## config.mk

```make
export PLATFORM = sky130hd
export DESIGN_NAME = imu_bias_cal
export DESIGN_NICKNAME = d
export VERILOG_FILES = /design/src/rtl/imu_bias_cal.sv
export SDC_FILE = /design/constraint.sdc
export NUM_CORES = 1
export LEC_CHECK = 0
export ABC_CLOCK_PERIOD_IN_PS = 19200
export BUFFER_PORTS_ARGS = -buffer_cell sky130_fd_sc_hd__buf_2
export CAP_MARGIN = 25
export CORE_MARGIN = 10
export CORE_UTILIZATION = 63
export DETAILED_ROUTE_END_ITERATION = 8
export GPL_TIMING_DRIVEN = 1
export PLACE_DENSITY = 0.86
export RECOVER_POWER = 25
export SYNTH_ARGS = -nofsm -noshare
export SYNTH_HDL_FRONTEND = slang
export SYNTH_SLANG_ARGS = --single-unit
```

## constraint.sdc

```tcl
create_clock -name clk -period 19.2 [get_ports clk]
set_input_delay 3.84 -clock clk [delete_from_list [all_inputs] [get_ports clk]]
set_output_delay 3.84 -clock clk [all_outputs]
set_load 0.05 [all_outputs]
```

## src/rtl/imu_bias_cal.sv

```systemverilog
// Gyro bias calibration and correction: averages a stationary window to estimate
// per-axis bias, then emits bias-corrected gyro. Optional macro: IMU_BIAS_DEADBAND_EN.
module imu_bias_cal #(
    parameter int CAL_SAMPLES_LOG2 = 6,
    parameter int MOTION_THRESH    = 200
) (
    input  logic               clk,
    input  logic               rst_n,
    input  logic               in_valid,
    input  logic signed [15:0] in_accel_x,
    input  logic signed [15:0] in_accel_y,
    input  logic signed [15:0] in_accel_z,
    input  logic signed [15:0] in_gyro_x,
    input  logic signed [15:0] in_gyro_y,
    input  logic signed [15:0] in_gyro_z,
    input  logic               recal,
    output logic               out_valid,
    output logic signed [15:0] out_accel_x,
    output logic signed [15:0] out_accel_y,
    output logic signed [15:0] out_accel_z,
    output logic signed [15:0] out_gyro_x,
    output logic signed [15:0] out_gyro_y,
    output logic signed [15:0] out_gyro_z,
    output logic signed [15:0] bias_x,
    output logic signed [15:0] bias_y,
    output logic signed [15:0] bias_z,
    output logic               calibrated,
    output logic [7:0]         cal_restarts
);

    localparam int AW = 16 + CAL_SAMPLES_LOG2;
    localparam int CW = CAL_SAMPLES_LOG2 + 1;
    localparam logic [CW-1:0] LAST_CNT = CW'((1 << CAL_SAMPLES_LOG2) - 1);
    localparam logic [16:0] THRESH = 17'(MOTION_THRESH);

    typedef enum logic {
        S_CAL = 1'b0,
        S_RUN = 1'b1
    } state_t;

    state_t             state_q;
    logic               out_valid_q;
    logic               calibrated_q;
    logic [7:0]         restarts_q;
    logic [CW-1:0]      count_q;
    logic signed [15:0] gyro_in     [3];
    logic signed [15:0] accel_in    [3];
    logic signed [15:0] ref_q       [3];
    logic signed [15:0] bias_q      [3];
    logic signed [AW-1:0] acc_q     [3];
    logic signed [15:0] out_gyro_q  [3];
    logic signed [15:0] out_accel_q [3];

    logic signed [AW-1:0] acc_sum_d [3];
    logic signed [15:0]   bias_d    [3];
    logic [16:0]          diff_d    [3];
    logic [16:0]          mag_d     [3];
    logic [16:0]          corr17_d  [3];
    logic signed [15:0]   sat_d     [3];
    logic signed [15:0]   corr_d    [3];
    logic [2:0]           motion_d;

    assign gyro_in[0]  = in_gyro_x;
    assign gyro_in[1]  = in_gyro_y;
    assign gyro_in[2]  = in_gyro_z;
    assign accel_in[0] = in_accel_x;
    assign accel_in[1] = in_accel_y;
    assign accel_in[2] = in_accel_z;

    always_comb begin
        motion_d = 3'b000;
        for (int i = 0; i < 3; i++) begin
            acc_sum_d[i] = acc_q[i] + $signed({{CAL_SAMPLES_LOG2{gyro_in[i][15]}}, gyro_in[i]});
            bias_d[i]    = 16'(acc_sum_d[i] >>> CAL_SAMPLES_LOG2);
            // Motion check against the window's first sample, in 17 bits so it cannot wrap.
            diff_d[i]    = {gyro_in[i][15], gyro_in[i]} - {ref_q[i][15], ref_q[i]};
            mag_d[i]     = diff_d[i][16] ? (17'd0 - diff_d[i]) : diff_d[i];
            motion_d[i]  = (mag_d[i] > THRESH);
            corr17_d[i]  = {gyro_in[i][15], gyro_in[i]} - {bias_q[i][15], bias_q[i]};
            if (corr17_d[i][16:15] == 2'b01) begin
                sat_d[i] = 16'sh7FFF;
            end else if (corr17_d[i][16:15] == 2'b10) begin
                sat_d[i] = 16'sh8000;
            end else begin
                sat_d[i] = $signed(corr17_d[i][15:0]);
            end
`ifdef IMU_BIAS_DEADBAND_EN
            if ((sat_d[i] >= -16'sd3) && (sat_d[i] <= 16'sd3)) begin
                corr_d[i] = 16'sd0;
            end else begin
                corr_d[i] = sat_d[i];
            end
`else
            corr_d[i] = sat_d[i];
`endif
        end
    end

    always_ff @(posedge clk) begin
        if (!rst_n) begin
            state_q      <= S_CAL;
            out_valid_q  <= 1'b0;
            calibrated_q <= 1'b0;
            restarts_q   <= 8'd0;
            count_q      <= '0;
            for (int i = 0; i < 3; i++) begin
                ref_q[i]       <= '0;
                bias_q[i]      <= '0;
                acc_q[i]       <= '0;
                out_gyro_q[i]  <= '0;
                out_accel_q[i] <= '0;
            end
        end else begin
            out_valid_q <= 1'b0;
            case (state_q)
                S_CAL: begin
                    if (recal) begin
                        count_q <= '0;
                        for (int i = 0; i < 3; i++) acc_q[i] <= '0;
                    end else if (in_valid) begin
                        if (count_q == '0) begin
                            count_q <= CW'(1);
                            for (int i = 0; i < 3; i++) begin
                                ref_q[i] <= gyro_in[i];
                                acc_q[i] <= $signed({{CAL_SAMPLES_LOG2{gyro_in[i][15]}}, gyro_in[i]});
                            end
                        end else if (motion_d != 3'b000) begin
                            // Discard the window; the next sample becomes the new reference.
                            count_q <= '0;
                            for (int i = 0; i < 3; i++) acc_q[i] <= '0;
                            if (restarts_q != 8'hFF) restarts_q <= restarts_q + 8'd1;
                        end else if (count_q == LAST_CNT) begin
                            state_q      <= S_RUN;
                            calibrated_q <= 1'b1;
                            count_q      <= '0;
                            for (int i = 0; i < 3; i++) begin
                                bias_q[i] <= bias_d[i];
                                acc_q[i]  <= '0;
                            end
                        end else begin
                            count_q <= count_q + CW'(1);
                            for (int i = 0; i < 3; i++) acc_q[i] <= acc_sum_d[i];
                        end
                    end
                end
                S_RUN: begin
                    // recal wins over a coincident sample; the old bias stays until the new window lands.
                    if (recal) begin
                        state_q      <= S_CAL;
                        calibrated_q <= 1'b0;
                        count_q      <= '0;
                        for (int i = 0; i < 3; i++) acc_q[i] <= '0;
                    end else if (in_valid) begin
                        out_valid_q <= 1'b1;
                        for (int i = 0; i < 3; i++) begin
                            out_gyro_q[i]  <= corr_d[i];
                            out_accel_q[i] <= accel_in[i];
                        end
                    end
                end
                default: state_q <= S_CAL;
            endcase
        end
    end

    assign out_valid    = out_valid_q;
    assign calibrated   = calibrated_q;
    assign cal_restarts = restarts_q;
    assign out_gyro_x   = out_gyro_q[0];
    assign out_gyro_y   = out_gyro_q[1];
    assign out_gyro_z   = out_gyro_q[2];
    assign out_accel_x  = out_accel_q[0];
    assign out_accel_y  = out_accel_q[1];
    assign out_accel_z  = out_accel_q[2];
    assign bias_x       = bias_q[0];
    assign bias_y       = bias_q[1];
    assign bias_z       = bias_q[2];

endmodule

```

==> results.toml, run 1 <==
[yosys]
syn_avg_cell_area_um2 = 10.05
ys.flop_type = "edfxtp_1"
async_reset_ff_frac = 0
ys_ff_latch = 276
yosysTopAreaCell = "edfxtp_1"
synth_top_area_share = 0.4114
ys_types = 84
yosys-top-cells-count = "edfxtp_1 (258), ha_1 (165), inv_1 (157)"
synth.most_common_cell = "edfxtp_1"
synth_area_um2 = 18830
ys_warn_count = 0
ys_seq_area_frac = 0.4306
synthTopCellsByArea = "edfxtp_1 (41%), ha_1 (11%), xnor2_1 (3.5%)"
synth_nets = 2147
synth_edf_count = 258
syn_inst = 1873

[global_route]
grt_first_pass_wirelength_um = 74610
grt_overflow = 0
grt_pass1_vias = 15289
antenna_found_initial = 0
grtUsageTotal = 0.2398
grt_max_degree = 74

[sta]
hold_viol_final = 0
tns_ps = 0
post-route-period-util = 0.4586
setup_viol = 0
clock.fmax_mhz = 113.6
slew_headroom = -0.9116
worst_slack_ps = 10390
finClkSkew_ps = 21.06
layout_min_cycle_time_ps = 8805
rsz0062_at_grt = "false"
worst_pin_slew_ps = 2867
drv_slew = 99

[drt]
vias_per_cell = 6.071
routedWlPerCell_um = 18.23
drc = 0
dr.pass1.iters = 5
vias = 15378
ant_nets = 0
drtIter0Drc = 913
drt_wl_total_um = 46190

[clock_tree]
cts_buffer_depth = 3
cts_tree = "built"
cts_setup_buffers = 0
cts-root-buf = "clkbuf_16"
htree_levels = 1
numCtsBuffers = 30
cts_sinks = 276
cts_hold_buf = 0
insertion_delay_ps = 560
cts-resized-gates = 0
path_clk_slew_ps = 60

[floorplanning]
die_x_um = 192.9
start_util = 0.6370
ios = 254
die-area_um2 = 37200
core_um2 = 29560
rows = 63
die_h_um = 192.9

[run_status]
violations = "capacitance limit, slew limit"
status = "complete, but fails checks"

[power]
p_clk_frac = 0.326
power_switching_share = 0.3119
p_switching_mw = 0.5282
combPwrFrac = 0.263
p_int_mw = 1.165
peakVddDrop_mv = 0.07033
powerDensity_nw_per_um2 = 79.36
p_leak_nw = 9.262
power_frac_seq = 0.411

[worst_hold_path]
whs_endpoint = "cal_restarts[6]"
hp-start = "cal_restarts[6]"
hold_class = "flop to flop"
min_path_cells = 2

[worst_setup_path]
critPathLaunchType = "input port"
r2r-end = "bias_q[0][47]"
endpoint_kind = "flop"
reg2reg_depth = 17
ff2ff_setup_slack_ps = 13550
cp_max_fo = 34
critPathRequiredTime_ps = 19600
worstSetupPathType = "input port to flop"
r2r-start = "ref_q[0][32]"
arrival_ps = 9200

[place]
port_buffers = 253
post-place-ws_ps = 9955
gp_congestion = 0.9150
dp_hpwl_um = 34270

[final_layout]
area_delta_synth_final_pct = 13.32
layout.nets = 2396
drive_above_1_share = 0.1316
diodes = 0

[job]
cap_viol_max_count = 2
-- per-stage QoR --
stage	hold slack, ps	total power [mW]	area (um2)	std cells	utilization
3_5_place_dp	466.9	1.144	20500	2480	0.6936
5_1_grt	518.0	1.773	21340	2533	0.7219
4_1_cts	475.1	1.696	21430	2533	0.7250
2_1_floorplan	437.3	1.044	18830	1873	-
3_3_place_gp	457.3	1.128	20500	2480	0.6936
6_report	479.2	1.693	21340	2533	0.7219
-- registers in the layout (all words and copies together), names as in the netlist --
register / flops
acc_q: 66
bias_q: 48
out_accel_q: 48
out_gyro_q: 48
ref_q: 48
cal_restarts: 8
count_q: 7
calibrated: 1
out_valid: 1
state_q: 1
-- critical path: stages --
cell and delay, ps:
buf_2 110, inv_1 80, ha_1 150, inv_1 50, fa_1 430, a211oi_4 300, nor2_1 110, xor2_1 180
or3_1 440, nor3_1 290, nand2_1 130, or3b_1 430, nor2_1 160, mux2_2 370, o31ai_1 70, and4b_1 650
nand4_1 700, buf_4 540, nor2_1 150
-- per-layer routing --
metal,GRT usage,part of all wire,vias to the layer above
met2,0.4199,0.49,585
met3,0.03957,0.082,80
met4,0.05754,0.018,0
li1,-,-,7358
met1,0.3029,0.41,7355
met5,0,0,-
-- power by group through the flow --
stage / clock, mW / sequential, mW / combinational [mW]
2_1_floorplan: 0 / 0.752 / 0.291
3_3_place_gp: 0 / 0.707 / 0.421
3_5_place_dp: 0 / 0.708 / 0.436
4_1_cts: 0.558 / 0.696 / 0.442
5_1_grt: 0.584 / 0.699 / 0.489
6_report: 0.552 / 0.697 / 0.445
-- layout by cell type, fill, tap and decap left out, types with 14 or more instances in the layout --
| cell | instances |
|---|---|
| edfxtp_1 | 258 |
| buf_2 | 196 |
| ha_1 | 165 |
| inv_1 | 157 |
| a21oi_1 | 127 |
| nor2_1 | 122 |
| o21ai_0 | 100 |
| nand2_1 | 87 |
| xnor2_1 | 75 |
| xor2_1 | 67 |
| clkbuf_1 | 63 |
| and2_1 | 61 |
| a21o_1 | 53 |
| o21bai_1 | 52 |
| nand3_1 | 42 |
| and2_0 | 41 |
| nor3_1 | 41 |
| nand2b_1 | 32 |
| clkbuf_16 | 31 |
| nor2b_1 | 21 |
| o21a_1 | 21 |
| dfxtp_1 | 18 |
| a31oi_1 | 17 |
| a211oi_1 | 16 |
| and3_1 | 16 |
| nand4_1 | 15 |
| or3_1 | 14 |
-- cells by family after synthesis --
| group | share of synthesized area |
|---|---|
| buffers and inverters | 0.04126 |
| xor gates and xnor gates | 0.06605 |
| and+or+nand+nor | 0.1542 |
| DFF | 0.4306 |
| muxes | 0.006578 |
| AOI/OAI and AO/OA | 0.1822 |
| adders and majority gates | 0.1192 |
-- area by class of cell --
type | instances | area [um2]
clock inverter | 18 | 138.9
timing repair buffer | 263 | 1262
tap | 390 | 488.0
multi-input combinational | 1394 | 9962
sequential | 276 | 8108
fill | 2152 | 8220
clock buffer | 35 | 790.8
inverter | 157 | 589.3
-- how the worst max path moves through the flow --
stage                            start            end  slack [ps]
final                     in_gyro_z[0]  bias_q[0][47]       10390
after global routing      in_gyro_x[0]  bias_q[0][47]        9900
after CTS                 in_gyro_z[0]  bias_q[0][47]       10490
after detailed placement  in_gyro_z[0]  bias_q[0][47]        9960
after global placement    in_gyro_z[0]  bias_q[0][35]       10150
after floorplan           in_gyro_z[0]   bias_q[0][0]       10470
Note: power is estimated with default switching activity, not from simulation.
==> inputs of run 2 (changes only) <==
- ABC_AREA: default -> 1
- ABC_CLOCK_PERIOD_IN_PS: 19200 -> 9150
- CORE_UTILIZATION: 63 -> 60
- PLACE_DENSITY: 0.86 -> 0.82
- clock period: 19.2 -> 9.15 ns (I/O delays scaled with it)
==> run 2 against run 1 <==
Effect of this change:
- worst hold slack better by 35 ps
- the flow now finishes without violations
- total power rose by 120%
- area after synthesis grew 8.5%
- via count up 21%
- critical path depth is 7 higher
- first-iteration DRC count up 46%
- critical endpoint is now bias_q[0][46]
- routed wire length rose by 23%
- sequential power rose by 110%
- largest power group unchanged
- cell area up 7.7%
- synthesized cell count rose by 40%
- setup slack worse by 7300 ps
==> results.toml, run 2 <==
[worst_hold_path]
hold_class = "flop to flop"
hp-start = "cal_restarts[5]"

[sta]
tns_ps = 0
clock.fmax_mhz = 164.3
worst_slack_ps = 3064
finClkSkew_ps = 9.523
drv_slew = 0
rsz0062_at_grt = "false"
hold_viol_final = 0
slew_headroom = 0.2465
layout_min_cycle_time_ps = 6086
setup_viol = 0
worst_pin_slew_ps = 1128
post-route-period-util = 0.6652

[clock_tree]
cts_buffer_depth = 3
cts-root-buf = "clkbuf_16"
cts_hold_buf = 0
cts_tree = "built"
cts_sinks = 276
path_clk_slew_ps = 60
numCtsBuffers = 30
cts_setup_buffers = 0
cts-resized-gates = 0
htree_levels = 1
insertion_delay_ps = 580

[yosys]
ys_seq_area_frac = 0.3967
yosysTopAreaCell = "edfxtp_1"
synth.most_common_cell = "nand2_1"
ys_ff_latch = 276
synthTopCellsByArea = "edfxtp_1 (38%), nand2_1 (11%), ha_1 (10%)"
ys_warn_count = 0
async_reset_ff_frac = 0
synth_edf_count = 258
synth_area_um2 = 20440
synth_top_area_share = 0.3791
ys.flop_type = "edfxtp_1"
synth_nets = 2891
yosys-top-cells-count = "nand2_1 (608), inv_1 (454), nor2_1 (274)"
syn_inst = 2617
ys_types = 53
syn_avg_cell_area_um2 = 7.810

[final_layout]
final_common_cell = "nand2_1"
largest_reg_flops = 66
final_cell_mix = "nand2_1 (608), inv_1 (454), nor2_1 (274)"
area_delta_synth_final_pct = 12.43
final_area_um2 = 22980
layout.nets = 3148
drive_above_1_share = 0.1025
regMostFlops = "acc_q"

[worst_setup_path]
crit_path_start = "in_gyro_y[0]"
arrival_ps = 6300
worstSetupPathType = "input port to flop"
r2r-start = "ref_q[0][16]"
critPathRequiredTime_ps = 9370
cp_max_fo = 31
critPathLaunchType = "input port"
endpoint_kind = "flop"

[place]
port_buffers = 253
post-place-ws_ps = 2485
dp_hpwl_um = 44180
place_area_um2 = 22160
gp_congestion = 0.9143

[floorplanning]
core_um2 = 33530
die_h_um = 204.6
die-area_um2 = 41850
start_util = 0.6095
rows = 67
ios = 254
die_x_um = 204.6

[drt]
routedWlPerCell_um = 17.01
ant_nets = 0
drt_wl_total_um = 56940
drc = 0
vias = 18550
drtIter0Drc = 1333
dr.pass1.iters = 6
vias_per_cell = 5.542

[global_route]
grt_max_degree = 76
grtUsageTotal = 0.2625
grt_first_pass_wirelength_um = 90250
grt_pass1_vias = 18118
antenna_found_initial = 2
grt_overflow = 0

[job]
cap_viol_max_count = 0

[power]
peakVddDrop_mv = 0.1456
power_mw = 3.753
powerDensity_nw_per_um2 = 163.3
p_leak_nw = 11.57

[run_status]
status = "complete, no violations"
==> run 2: changes by cell type after synthesis, sizes merged, moves of 26 or more <==
cell and delta:
inv +313, nand2b -32, o21ai +41, nand2 +536
o21bai -29, nor2 +179, and2 -99, a21oi +32
nand3 +116, nor3 -26, a21o -47
==> run 2: worst paths after layout <==
check	endpoint	cells past startpoint	slack, ps
worst max-delay path	bias_q[0][46]	26	3060
worst min-delay path	cal_restarts[5]	2	510
worst max register to register	bias_q[0][46]	24	4130
worst min register to register	cal_restarts[5]	2	510
==> run 2: cells by family after synthesis <==
logic type      synth area share
compound gates            0.1068
buf+inv                  0.09715
simple gates              0.2368
xor+xnor                 0.05271
flops                     0.3967
fa+ha+maj                 0.1098
==> run 2: layer usage <==
metal | global-route usage | wire [um]
met5 | 0 | 17
met4 | 0.09204 | 1843
met3 | 0.04344 | 4432
met2 | 0.4418 | 26560
met1 | 0.3351 | 24090
==> run 2: through the flow <==
stage | cells | utilization | hold WS [ps]
finish | 3347 | 0.6853 | 514.0
global route | 3347 | 0.6853 | 540.8
CTS | 3346 | 0.6896 | 506.1
detailed placement | 3290 | 0.6608 | 496.8
global placement | 3290 | 0.6608 | 494.6
floorplan | 2617 | - | 493.0
==> run 2: where the power goes <==
group	total [mW]	switching, mW	internal, mW
Combinational	1.09	0.747	0.344
Sequential	1.46	0.0254	1.44
Clock	1.20	0.523	0.674
==> run 2: cell type report <==
class                   count  area [um2]
multi-input cells        1833       10370
fillers                  2779       10550
flip-flops and latches    276        8108
clock inverters            23       183.9
diodes                      1       2.502
well taps                 448       560.5
inverters                 471        1770
clock buffers              33       783.3
repair buffers            262        1200
==> run 2: critical path, cell delays in order <==
cell     delay, ps
buf_2           90
inv_1           70
ha_1           230
fa_1           400
inv_1          110
nand2_1        110
nand2_2        110
nand4_2        120
nand2_2        120
nand2_1         70
nand2_1         60
nand2_1         50
nand2_1        300
inv_2          190
o21ai_0        150
nand3_1        110
nand2_1         80
nand2_1         60
nor2_2         100
nand3_1         80
nor2_1         110
nand3_1        340
inv_1          190
nand2_1        100
o21ai_4        550
buf_4          550
